<file path="config.mk">
export PLATFORM = sky130hd
export DESIGN_NAME = sync_fifo_param_flat
export DESIGN_NICKNAME = d
export VERILOG_FILES = /design/src/rtl/sync_fifo_param_if.sv /design/src/rtl/sync_fifo_param.sv /design/src/flat_wrapper.sv
export SDC_FILE = /design/constraint.sdc
export NUM_CORES = 1
export LEC_CHECK = 0
export ABC_AREA = 1
export CELL_PAD_IN_SITES_DETAIL_PLACEMENT = 1
export CELL_PAD_IN_SITES_GLOBAL_PLACEMENT = 1
export CORE_MARGIN = 4
export CORE_UTILIZATION = 35
export CTS_BUF_LIST = sky130_fd_sc_hd__clkbuf_16
export CTS_CLUSTER_DIAMETER = 50
export DETAILED_ROUTE_END_ITERATION = 6
export GPL_TIMING_DRIVEN = 0
export PLACE_DENSITY = 0.63
export REMOVE_ABC_BUFFERS = 1
export SLEW_MARGIN = 20
export SYNTH_ARGS = -nofsm -noshare
export SYNTH_HDL_FRONTEND = slang
export SYNTH_SLANG_ARGS = --single-unit
</file>
<file path="constraint.sdc">
create_clock -name clock -period 6.4 [get_ports clock]
set_input_delay 0.64 -clock clock [delete_from_list [all_inputs] [get_ports clock]]
set_output_delay 0.64 -clock clock [all_outputs]
set_load 0.01 [all_outputs]
</file>
<file path="src/rtl/sync_fifo_param_if.sv">
// sync_fifo_param_if: write/read handshake, thresholds and status of
// the parametrised FIFO; master drives requests, slave is the FIFO.
interface sync_fifo_param_if #(
   parameter int DATA_W = 8,
   parameter int ADDR_W = 5
);
   logic              write_enable;
   logic              read_enable;
   logic [DATA_W-1:0] data_in;
   logic [ADDR_W:0]   afull_thres;
   logic [ADDR_W:0]   aempty_thres;
   logic              clear_err;
   logic [DATA_W-1:0] data_out;
   logic              data_valid;
   logic              empty;
   logic              full;
   logic              almost_full;
   logic              almost_empty;
   logic [ADDR_W:0]   level;
   logic              overflow;
   logic              underflow;

   modport master (
      output write_enable, read_enable, data_in,
      output afull_thres, aempty_thres, clear_err,
      input  data_out, data_valid, empty, full,
      input  almost_full, almost_empty, level,
      input  overflow, underflow
   );

   modport slave (
      input  write_enable, read_enable, data_in,
      input  afull_thres, aempty_thres, clear_err,
      output data_out, data_valid, empty, full,
      output almost_full, almost_empty, level,
      output overflow, underflow
   );
endinterface

</file>
<file path="src/rtl/sync_fifo_param.sv">
// sync_fifo_param: single-clock FIFO with level, thresholds, sticky errors.
// Define FIFO_FWFT_EN for first-word-fall-through reads.
module sync_fifo_param #(
   parameter int DATA_W = 8,
   parameter int ADDR_W = 5
) (
   input  logic             clock,
   input  logic             reset_n,
   sync_fifo_param_if.slave bus
);
   localparam logic [ADDR_W:0]   DEPTH_L = {1'b1, {ADDR_W{1'b0}}};
   localparam logic [ADDR_W:0]   LVL_ONE = (ADDR_W+1)'(1);
   localparam logic [ADDR_W-1:0] PTR_ONE = ADDR_W'(1);

   logic [DATA_W-1:0] mem_q [2**ADDR_W];
   logic [ADDR_W-1:0] wptr_q, wptr_d;
   logic [ADDR_W-1:0] rptr_q, rptr_d;
   logic [ADDR_W:0]   level_q, level_d;
   logic              ovf_q, ovf_d;
   logic              udf_q, udf_d;
   logic              is_empty, is_full;
   logic              wr_acc, rd_acc;

   assign is_empty = (level_q == '0);
   assign is_full  = (level_q == DEPTH_L);
   assign wr_acc   = bus.write_enable & ~is_full;
   assign rd_acc   = bus.read_enable & ~is_empty;

   // Next pointers, fill level and sticky error flags.
   always_comb begin
      wptr_d  = wptr_q;
      rptr_d  = rptr_q;
      level_d = level_q;
      if (wr_acc) wptr_d = wptr_q + PTR_ONE;
      if (rd_acc) rptr_d = rptr_q + PTR_ONE;
      case ({wr_acc, rd_acc})
         2'b10:   level_d = level_q + LVL_ONE;
         2'b01:   level_d = level_q - LVL_ONE;
         default: level_d = level_q;
      endcase
      ovf_d = (bus.write_enable & is_full)
            | (ovf_q & ~bus.clear_err);
      udf_d = (bus.read_enable & is_empty)
            | (udf_q & ~bus.clear_err);
   end

   // Control state; reset drops all contents at once.
   always_ff @(posedge clock) begin
      if (!reset_n) begin
         wptr_q  <= '0;
         rptr_q  <= '0;
         level_q <= '0;
         ovf_q   <= 1'b0;
         udf_q   <= 1'b0;
      end else begin
         wptr_q  <= wptr_d;
         rptr_q  <= rptr_d;
         level_q <= level_d;
         ovf_q   <= ovf_d;
         udf_q   <= udf_d;
      end
   end

   // Storage array, deliberately left unreset.
   always_ff @(posedge clock) begin
      if (reset_n && wr_acc) mem_q[wptr_q] <= bus.data_in;
   end

`ifdef FIFO_FWFT_EN
   assign bus.data_out   = mem_q[rptr_q];
   assign bus.data_valid = ~is_empty;
`else
   logic [DATA_W-1:0] dout_q, dout_d;
   logic              dval_q, dval_d;

   // Head word is captured only on an accepted read, else held.
   always_comb begin
      dout_d = dout_q;
      dval_d = rd_acc;
      if (rd_acc) dout_d = mem_q[rptr_q];
   end

   // Registered read port.
   always_ff @(posedge clock) begin
      if (!reset_n) begin
         dout_q <= '0;
         dval_q <= 1'b0;
      end else begin
         dout_q <= dout_d;
         dval_q <= dval_d;
      end
   end

   assign bus.data_out   = dout_q;
   assign bus.data_valid = dval_q;
`endif

   assign bus.empty        = is_empty;
   assign bus.full         = is_full;
   assign bus.level        = level_q;
   assign bus.almost_full  = (level_q >= bus.afull_thres);
   assign bus.almost_empty = (level_q <= bus.aempty_thres);
   assign bus.overflow     = ovf_q;
   assign bus.underflow    = udf_q;
endmodule

</file>
<file path="src/flat_wrapper.sv">
// flat-port wrapper written by rule: the top's interface ports become plain ports
module sync_fifo_param_flat 
#(
   parameter int DATA_W = 8,
   parameter int ADDR_W = 5
)
  (clock, reset_n, bus_write_enable, bus_read_enable, bus_data_in, bus_afull_thres, bus_aempty_thres, bus_clear_err, bus_data_out, bus_data_valid, bus_empty, bus_full, bus_almost_full, bus_almost_empty, bus_level, bus_overflow, bus_underflow);
  sync_fifo_param_if #(.DATA_W(DATA_W), .ADDR_W(ADDR_W)) bus_i ();
  input  logic clock;
  input  logic reset_n;
  input wire logic [$bits(bus_i.write_enable)-1:0] bus_write_enable;
  input wire logic [$bits(bus_i.read_enable)-1:0] bus_read_enable;
  input wire logic [$bits(bus_i.data_in)-1:0] bus_data_in;
  input wire logic [$bits(bus_i.afull_thres)-1:0] bus_afull_thres;
  input wire logic [$bits(bus_i.aempty_thres)-1:0] bus_aempty_thres;
  input wire logic [$bits(bus_i.clear_err)-1:0] bus_clear_err;
  output wire logic [$bits(bus_i.data_out)-1:0] bus_data_out;
  output wire logic [$bits(bus_i.data_valid)-1:0] bus_data_valid;
  output wire logic [$bits(bus_i.empty)-1:0] bus_empty;
  output wire logic [$bits(bus_i.full)-1:0] bus_full;
  output wire logic [$bits(bus_i.almost_full)-1:0] bus_almost_full;
  output wire logic [$bits(bus_i.almost_empty)-1:0] bus_almost_empty;
  output wire logic [$bits(bus_i.level)-1:0] bus_level;
  output wire logic [$bits(bus_i.overflow)-1:0] bus_overflow;
  output wire logic [$bits(bus_i.underflow)-1:0] bus_underflow;
  assign bus_i.write_enable = bus_write_enable;
  assign bus_i.read_enable = bus_read_enable;
  assign bus_i.data_in = bus_data_in;
  assign bus_i.afull_thres = bus_afull_thres;
  assign bus_i.aempty_thres = bus_aempty_thres;
  assign bus_i.clear_err = bus_clear_err;
  assign bus_data_out = bus_i.data_out;
  assign bus_data_valid = bus_i.data_valid;
  assign bus_empty = bus_i.empty;
  assign bus_full = bus_i.full;
  assign bus_almost_full = bus_i.almost_full;
  assign bus_almost_empty = bus_i.almost_empty;
  assign bus_level = bus_i.level;
  assign bus_overflow = bus_i.overflow;
  assign bus_underflow = bus_i.underflow;
  sync_fifo_param #(.DATA_W(DATA_W), .ADDR_W(ADDR_W)) u_core (.clock(clock), .reset_n(reset_n), .bus(bus_i));
endmodule
</file>
* Yosys cells after proc, flatten, opt, wreduce, memory -nomap -nowiden
Memories as Yosys holds them, arrays and structs flattened. A register that Yosys moved wholly into a read port is not among the register bits.
Cells that the tools add are included.
W data, S select, Z words.
** Word-level totals
- Latch bits :: 0
- Word-level logic and storage cells :: 34
- Memory bits (writable) :: 256
- Memory bits (read-only) :: 0
- Memories :: 1
- Flip-flop bits (word level) :: 19
** Operators by class
- Bitwise gates (word level) :: 11
- Div/mod/pow operators :: 0
- Mux-type cells :: 3
- Shifts and indexed selects :: 0
- Reductions and logical operators :: 4
- $add $sub $neg :: 4
- Eq/ne operators :: 3
- $mul :: 0
- Order comparisons :: 2
** Memories
- u_core.mem_q :: depth 32, bits a word 8, rd ports 1, clocked after Yosys merged registers in 1, write ports 1, RTL line sync_fifo_param.sv:15 : logic [DATA_W-1:0] mem_q [2**ADDR_W];
** Operators by type and width (count)
- $pmux W6 S2 :: 1
- $add A5 B1 Y5 const B :: 2
- $add A6 B1 Y6 const B :: 1
- $and A1 B1 Y1 :: 6
- $eq A6 B6 Y1 const B :: 1
- $ge A6 B6 Y1 :: 1
- $le A6 B6 Y1 :: 1
- $logic_not A6 Y1 :: 1
- $sub A6 B1 Y6 const B :: 1
- $not A1 Y1 :: 3
- $eq A2 B1 Y1 const B :: 1
- $eq A2 B2 Y1 const B :: 1
- $mux W1 :: 2
- $or A1 B1 Y1 :: 2
- $reduce_bool A2 Y1 :: 1
- $logic_and A1 B1 Y1 :: 1
- $logic_not A1 Y1 :: 1

* Longest topological paths before layout
Gate-level depths: netlist of the first run.
- Depth in word-level cells :: 6
- Gate-level depth with buffers :: 16
- Gate-level depth less buffers :: 15

* Worst setup path after synthesis of the first run
Ideal clock, no wire load.
- Path type :: flip-flop to flip-flop
- Start :: register u_core.level_q[0] (netlist: u_core.bus.level[0])
- End :: register u_core.level_q[4] (netlist: u_core.bus.level[4])
- Arrival time :: 2326 ps
- Stages on the path, launching flop included :: 16
- Setup slack :: 3959 ps
- Path through :: dfxtp_1 inv_1 nand3_1 nor2_1 nand2_1 nand2_1 inv_1 buf_2 ha_1 fa_1 nand2_1 nand2_1 a21oi_1 xnor2_1 o21ai_0 inv_1
** Between the ends
- Cells in the longest elaborated chain, start to end :: 5
- Elaborated cells on any way between the ends :: 12
** Ends and longest elaborated chain
- start: declaration :: RTL line sync_fifo_param.sv:18 : logic [ADDR_W:0] level_q, level_d;
- start signal: assignment :: RTL line sync_fifo_param.sv:58 : level_q <= level_d;
- $logic_not A6 Y1 * :: RTL line sync_fifo_param.sv:24 : assign is_empty = (level_q == '0);
- $not A1 Y1 * :: RTL line sync_fifo_param.sv:27 : assign rd_acc = bus.read_enable & ~is_empty;
- $and A1 B1 Y1 * :: RTL line sync_fifo_param.sv:27
- via u_core.dval_d :: RTL line sync_fifo_param.sv:74 : logic dval_q, dval_d;
- $eq A2 B1 Y1 or $eq A2 B2 Y1 (tied branches) :: RTL line sync_fifo_param.sv:36 : case ({wr_acc, rd_acc})
- $pmux W6 S2 or $reduce_bool A2 Y1 (tied branches)
Mark *: on every way through the listed nets, which the timed path passes. The rest lies on a longest branch.
A chain may end at the register's enable or synchronous reset.

==> results of run 1 <==
[worst register-to-register path, cell delays in order (launching register included)]
cell and delay, ns:
dfxtp_1 0.99, clkinv_1 0.94, nand2_1 0.92, a21oi_1 0.10
nor2_1 0.18, nand2_1 0.19, nand3_1 0.17, a21oi_1 0.08
[logic make-up (layout without fill, tap and decap cells)]
family                     count (synthesis)  after routing  share of synthesized area, %
AOI/OAI and AO/OA                         68             68                          2.86
xor gates and xnor gates                   7              7                         0.495
adders and majority gates                 23             23                          2.38
buffers and inverters                    200            258                          6.60
DFF                                      283            283                          66.4
and+or+nand+nor                          644            644                          21.3
[state kept, by name, indices dropped and copies added (netlist names)]
| signal | flops |
|---|---|
| u_core.rptr_q | 5 |
| u_core.wptr_q | 5 |
| u_core.bus.level | 6 |
| u_core.bus.overflow | 1 |
| u_core.bus.data_valid | 1 |
| u_core.bus.underflow | 1 |
| u_core.bus.data_out | 8 |
| u_core.mem_q | 256 |
[power groups by stage]
stage	clock network, mW	logic (mW)	registers [mW]
detailed placement	0	1.21	2.24
global route	2.02	1.36	2.21
floorplan	0	0.680	2.25
CTS	1.94	1.22	2.20
finish	1.90	1.19	2.20
global placement	0	1.11	2.34
[through the flow]
stage	total power [mW]	setup slack [ns]
6_report	5.29	2.69
5_1_grt	5.59	2.38
4_1_cts	5.36	2.58
3_3_place_gp	3.46	-3.07
2_1_floorplan	2.93	1.53
3_5_place_dp	3.45	2.60
[cell type report]
type	count	area (um2)
timing repair buffer	50	533
inverter	146	556
fill	3859	20400
multi-input combinational	742	3350
sequential	283	8240
clock inverter	25	186
tap	455	569
clock buffer	37	926
[cells in the final DEF, fill, tap and decap left out, types with 11 or more instances in the layout]
| cell | instances |
|---|---|
| a21oi_1 | 44 |
| clkbuf_16 | 37 |
| clkdlybuf4s50_1 | 37 |
| clkinv_1 | 11 |
| dfxtp_1 | 25 |
| edfxtp_1 | 256 |
| ha_1 | 22 |
| inv_1 | 151 |
| nand2_1 | 378 |
| nand3_1 | 165 |
| nor2_1 | 95 |
| o21ai_0 | 19 |
[worst min-delay path by stage]
| stage | depth (start not counted) | endpoint | start |
|---|---|---|---|
| 6_report | 2 | u_core.bus.underflow | u_core.bus.underflow |
| 5_1_grt | 2 | u_core.bus.underflow | u_core.bus.underflow |
| 4_1_cts | 2 | u_core.bus.data_out[4] | u_core.bus.data_out[4] |
| 3_5_place_dp | 2 | u_core.bus.data_out[4] | u_core.bus.data_out[4] |
| 3_3_place_gp | 2 | u_core.bus.data_out[1] | u_core.bus.data_out[1] |
| 2_1_floorplan | 2 | u_core.bus.overflow | u_core.bus.overflow |
[per-layer routing]
metal	GRT usage [%]	up-vias
li1	-	4108
met1	21.9	4293
met2	30.5	137
met3	2.47	55
met4	4.55	0
met5	0	-
==> metrics, run 1 <==
critical path's top delay family=simple AND/OR/NAND/NOR gates; Total Routing Usage GR=about 17%; critical path depth=7; worst reg2reg path startpoint=u_core.rptr_q[2]; Final Max Slew Viols=0; IO Pins=46; Setup Skew=0.0113 ns; register bit total from synthesis=between 200 and 300; Setup crit end kind=register; Worst-Margin Slew=around 1.0 ns; Mapped Area=12,400 um2; chip height=196 um; max_slew headroom=a little under a third; M1 WL=around 14,000 um; total core area=34,700 um2; post-route cell area=approximately 14,000 um2; Main synth FF type=edfxtp_1; combinational power share=between 20% and 30%; Die X=around 200 um; final setup fails=0; Net Sw Frac=a little under a third; Pre-antenna DRT Iters=4; Maximum Capacitance Violations=0; number of global-route vias before repair=9,023; sequential power share=slightly above 40%; synthesized netlist cell count=1,225; die area=around 38,000 um2; Hold-fix buffers, CTS=0; worst hold slack=between 0.4 and 0.5 ns; Root Driver=clkbuf_16; CP max stage cell=dfxtp_1; Critical Path, Cell by Cell=clkinv_1 -> nand2_1 -> a21oi_1 -> nor2_1 -> nand2_1 -> nand3_1 -> a21oi_1; gr ovfl total=0; Area after DPL=13,200 um2; Buf/Inv on CP=1; number of buffers created by CTS=35; DRT iter0 DRCs=between 500 and 600; Routability Congestion=0.746; Post-synth top cells=378 x nand2_1, 256 x edfxtp_1, 165 x nand3_1; drt total wl=between 30,000 and 40,000 um; Vias=around 8,600; Setup Buffers After CTS=0; Leak Pwr=approximately 5.7 nW; Syn Area/Cell=slightly above 10 um2; post-synthesis sequential area ratio=~66%; proportion of layout cells with a drive suffix above 1=4.83%; fraction of registers with async set/reset=0%; Layout Utilization=around two fifths; antenna violations before repair=0; CTS tree=done; Clk pin slew, worst setup/hold paths=~0.060 ns; Distinct cells, synth=26; setup TNS=0 ns; htree depth=2; DPL Wire Length=between 15,000 and 20,000 um; PortBufs=45; Max Buffers Root-to-Sink=3; Starting Density=35.7%; Pwr per Cell Area=369 nW/um2; post-route minimum period=3.71 ns; cells on worst reg2reg path=7; antenna diode count=0; WL met2=between 15,000 and 20,000 um; largest net degree at the start of global routing=81; fin crit share=between 50% and 60%; CP startpoint=u_core.rptr_q[2]; highest clock rate=approximately 0.27 GHz; Final ANT Viol Nets=0; met3 wire length=approximately 1200 um; clock sink count=283; Crit path required time=between 6 and 7 ns; Yosys top cell area share=62.0%; Final Hold Viols=0; Clock power frac=between 30% and 40%; post-placement cell count=1,676; status=completed; vias per cell=a little under 5; P&R area growth vs syn=15.8%; RSZ-0062 raised after global routing=false; worst vdd ir=0.205 mV; Skew-Pair Late Insertion Delay=between 0.5 and 0.6 ns; top layer in use=met4; EDFF count, synth=approximately 260; R2R setup slack=roughly 2.7 ns; num rows=68; largest area contributor in the netlist=edfxtp_1; internal power=roughly 3.7 mW; Finished Layout Cells=roughly 1,700; HP Class=register to register; first-pass GRT wire length=around 50,000 um; Worst EP arrival=4.06 ns; top cells by area, synth=edfxtp_1 62%, nand2_1 11%, nand3_1 6.7%; Worst Setup Start Kind=register; sw power=~1.6 mW; Layout Nets=between 1,000 and 1,500; CP endpoint=u_core.bus.data_out[1]; post-DR wirelength/cell=18.9 um; most common cell in the netlist=nand2_1; Reg-to-Reg End=u_core.bus.data_out[1]; CP max stage delay=~0.99 ns; # DRC=0; cts repair resizes=0; worst setup path category=register to register; Ys Warns=0; CP Max Fanout=20
No activity file was read; power rests on OpenSTA's default activity.
==> run 2, diff against run 1 <==
==> constraint.sdc (replaced) <==
create_clock -name clock -period 3.7 [get_ports clock]
set_input_delay 0.37 -clock clock [delete_from_list [all_inputs] [get_ports clock]]
set_output_delay 0.37 -clock clock [all_outputs]
set_load 0.01 [all_outputs]
==> run 2 against run 1 <==
Effect of this change: global-route usage unchanged; sequential share of layout area barely moved; fmax is 13% higher; die area stayed put; clock power rose by 73%; highest routed layer unchanged; largest cell class unchanged; register-to-register slack got worse by 2.3 ns; hold slack got worse by 0.033 ns; clock skew up 0.00053 ns; count of clock-buffer cells in the layout unchanged.
==> metrics, run 2 (synthesis results as in run 1) <==
status=completed; antenna diode count=0 (unchanged); Clk pin slew, worst setup/hold paths=0.06 ns (about the same); GR Util met3=2.47% (unchanged); Max Buffers Root-to-Sink=3 (unchanged); Vias=8,591 (-0.023%); most frequent cells in the layout=377 x nand2_1, 256 x edfxtp_1, 165 x nand3_1, 151 x inv_1, 95 x nor2_1; Root Driver=clkbuf_16; Reg-to-Reg End=u_core.bus.data_out[1]; Starting Density=35.7% (unchanged); commonest non-fill, non-tap cell in the layout=nand2_1; Worst Setup Start Kind=register; critical path's top delay family=simple AND/OR/NAND/NOR gates; gr ovfl total=0 (unchanged); post-route minimum period=3.29 ns (-0.426 ns); CP startpoint=u_core.rptr_q[2]; Biggest register=u_core.mem_q; Leak Pwr=5.72 nW (about the same); fillcell total=3,861 (+0.052%); Buf/Inv on CP=1 (unchanged); Area after DPL=13,200 um2 (unchanged); CP max stage delay=1.00 ns (about the same); Total Routing Usage GR=17.1% (unchanged); Final Max Slew Viols=0 (unchanged); antenna violations before repair=0 (unchanged); IO Pins=46 (unchanged); highest clock rate=0.304 GHz (+13%); number of buffers created by CTS=35 (unchanged); Pre-antenna DRT Iters=5 (+1); setup TNS=0 ns (unchanged); number of global-route vias before repair=9,023 (unchanged); CP endpoint=u_core.bus.data_out[1]; drt total wl=32,900 um (-0.11%); HP Class=primary input to register; htree depth=2 (unchanged); max_slew headroom=30.0% (-1.3 points); worst reg2reg path startpoint=u_core.rptr_q[2]; R2R setup slack=0.41 ns (-2.27 ns); proportion of layout cells with a drive suffix above 1=4.99% (+0.16 points); total core area=34,700 um2 (unchanged); chip height=196 um (unchanged); P&R area growth vs syn=15.8% (about the same); Setup crit end kind=register; worst setup path category=register to register; final setup fails=0 (unchanged); post-route cell area=14,400 um2 (about the same); CP Max Fanout=20 (unchanged); largest net degree at the start of global routing=81 (unchanged); PortBufs=45 (unchanged); Hold-fix buffers, CTS=0 (unchanged); num rows=68 (unchanged); footprint of the multi-input gates=3350 um2 (about the same); RSZ-0062 raised after global routing=false; Final ANT Viol Nets=0 (unchanged); CP max stage cell=dfxtp_1; Global Route met1 Usage=21.9% (unchanged); most used routing layer=met2; Layout Nets=1,306 (unchanged); Layout Utilization=41.4% (about the same); fin crit share=88.8% (+31 points); Pwr per Cell Area=638 nW/um2 (+73%); CTS tree=done; Register Area=8240 um2 (unchanged); Worst-Margin Slew=1.05 ns (+0.0191 ns); Pwr Total=9.15 mW (+73%); post-DR wirelength/cell=18.9 um (-0.11%); Routability Congestion=0.746 (unchanged); die area=38,500 um2 (unchanged); Maximum Capacitance Violations=0 (unchanged); worst vdd ir=0.356 mV (+74%); # DRC=0 (unchanged); Critical Path, Cell by Cell=clkinv_2 -> nand2_1 -> a21oi_1 -> nor2_1 -> nand2_1 -> nand3_1 -> a21oi_1; cells on worst reg2reg path=7 (unchanged); clock sink count=283 (unchanged); DPL Wire Length=19,700 um (unchanged); Worst EP arrival=3.63 ns (-0.43 ns); max reg flops=256 (unchanged); met2 Use GR=30.5% (unchanged); first-pass GRT wire length=51,500 um (unchanged); Setup Skew=0.0119 ns (+0.000531 ns); Die X=196 um (unchanged); vias per cell=4.94 (about the same); Final Hold Viols=0 (unchanged); Skew-Pair Late Insertion Delay=0.51 ns (about the same); DRT iter0 DRCs=534 (-0.37%); Crit path required time=4.05 ns (-2.70 ns); critical path depth=7 (unchanged); Setup Buffers After CTS=0 (unchanged)
run 2: cell counts in the layout (fill, tap and decap cells not counted):
No cell type changed its count.
run 2: layout make-up:
class	count	share of cell area, %
Clock buffer	37	6.45
Clock inverter	25	1.30
Sequential cell	283	57.4
Tap cell	455	3.97
Multi-Input combinational cell	742	23.3
Timing Repair Buffer	50	3.71
Inverter	146	3.88
run 2: repair_timing:
action                                  CTS  global route
endpoints found under the hold margin     0             0
resized for setup                         1             1
cloned                                    0             0
endpoints found under the setup margin    2             3
run 2: metal layers:
metal | part of all wire, % | routed length, um
met1 | 43 | 14100
met2 | 51 | 16800
met3 | 3.7 | 1220
met4 | 2.3 | 758
met5 | 0 | 0
run 2: worst min-delay path by stage:
stage                           startpoint                     end  slack (ns)  depth (start not counted)
CTS                        bus_read_enable    u_core.bus.underflow        0.44                          3
global route                bus_data_in[5]     u_core.mem_q[14][5]        0.47                          1
floorplan                   bus_data_in[0]      u_core.mem_q[0][0]        0.47                          0
detailed placement  u_core.bus.data_out[4]  u_core.bus.data_out[4]        0.46                          2
global placement    u_core.bus.data_out[1]  u_core.bus.data_out[1]        0.46                          2
finish                      bus_data_in[6]      u_core.mem_q[3][6]        0.44                          1
run 2: power breakdown:
part           total, mW  internal, mW  leakage (nW)  switching [mW]
clock network       3.29          2.00         0.576            1.28
logic               2.07         0.741          2.61            1.33
registers           3.80          3.58          2.53           0.218
total               9.15          6.33          5.72            2.83
run 2: metrics by stage:
step | setup slack, ns | std cells | hold WS, ns
floorplan | -1.17 | 1171 | 0.469
global placement | -5.77 | 1671 | 0.455
detailed placement | -0.0955 | 1676 | 0.464
CTS | 0.280 | 1738 | 0.445
global route | 0.158 | 1738 | 0.471
finish | 0.413 | 1738 | 0.440
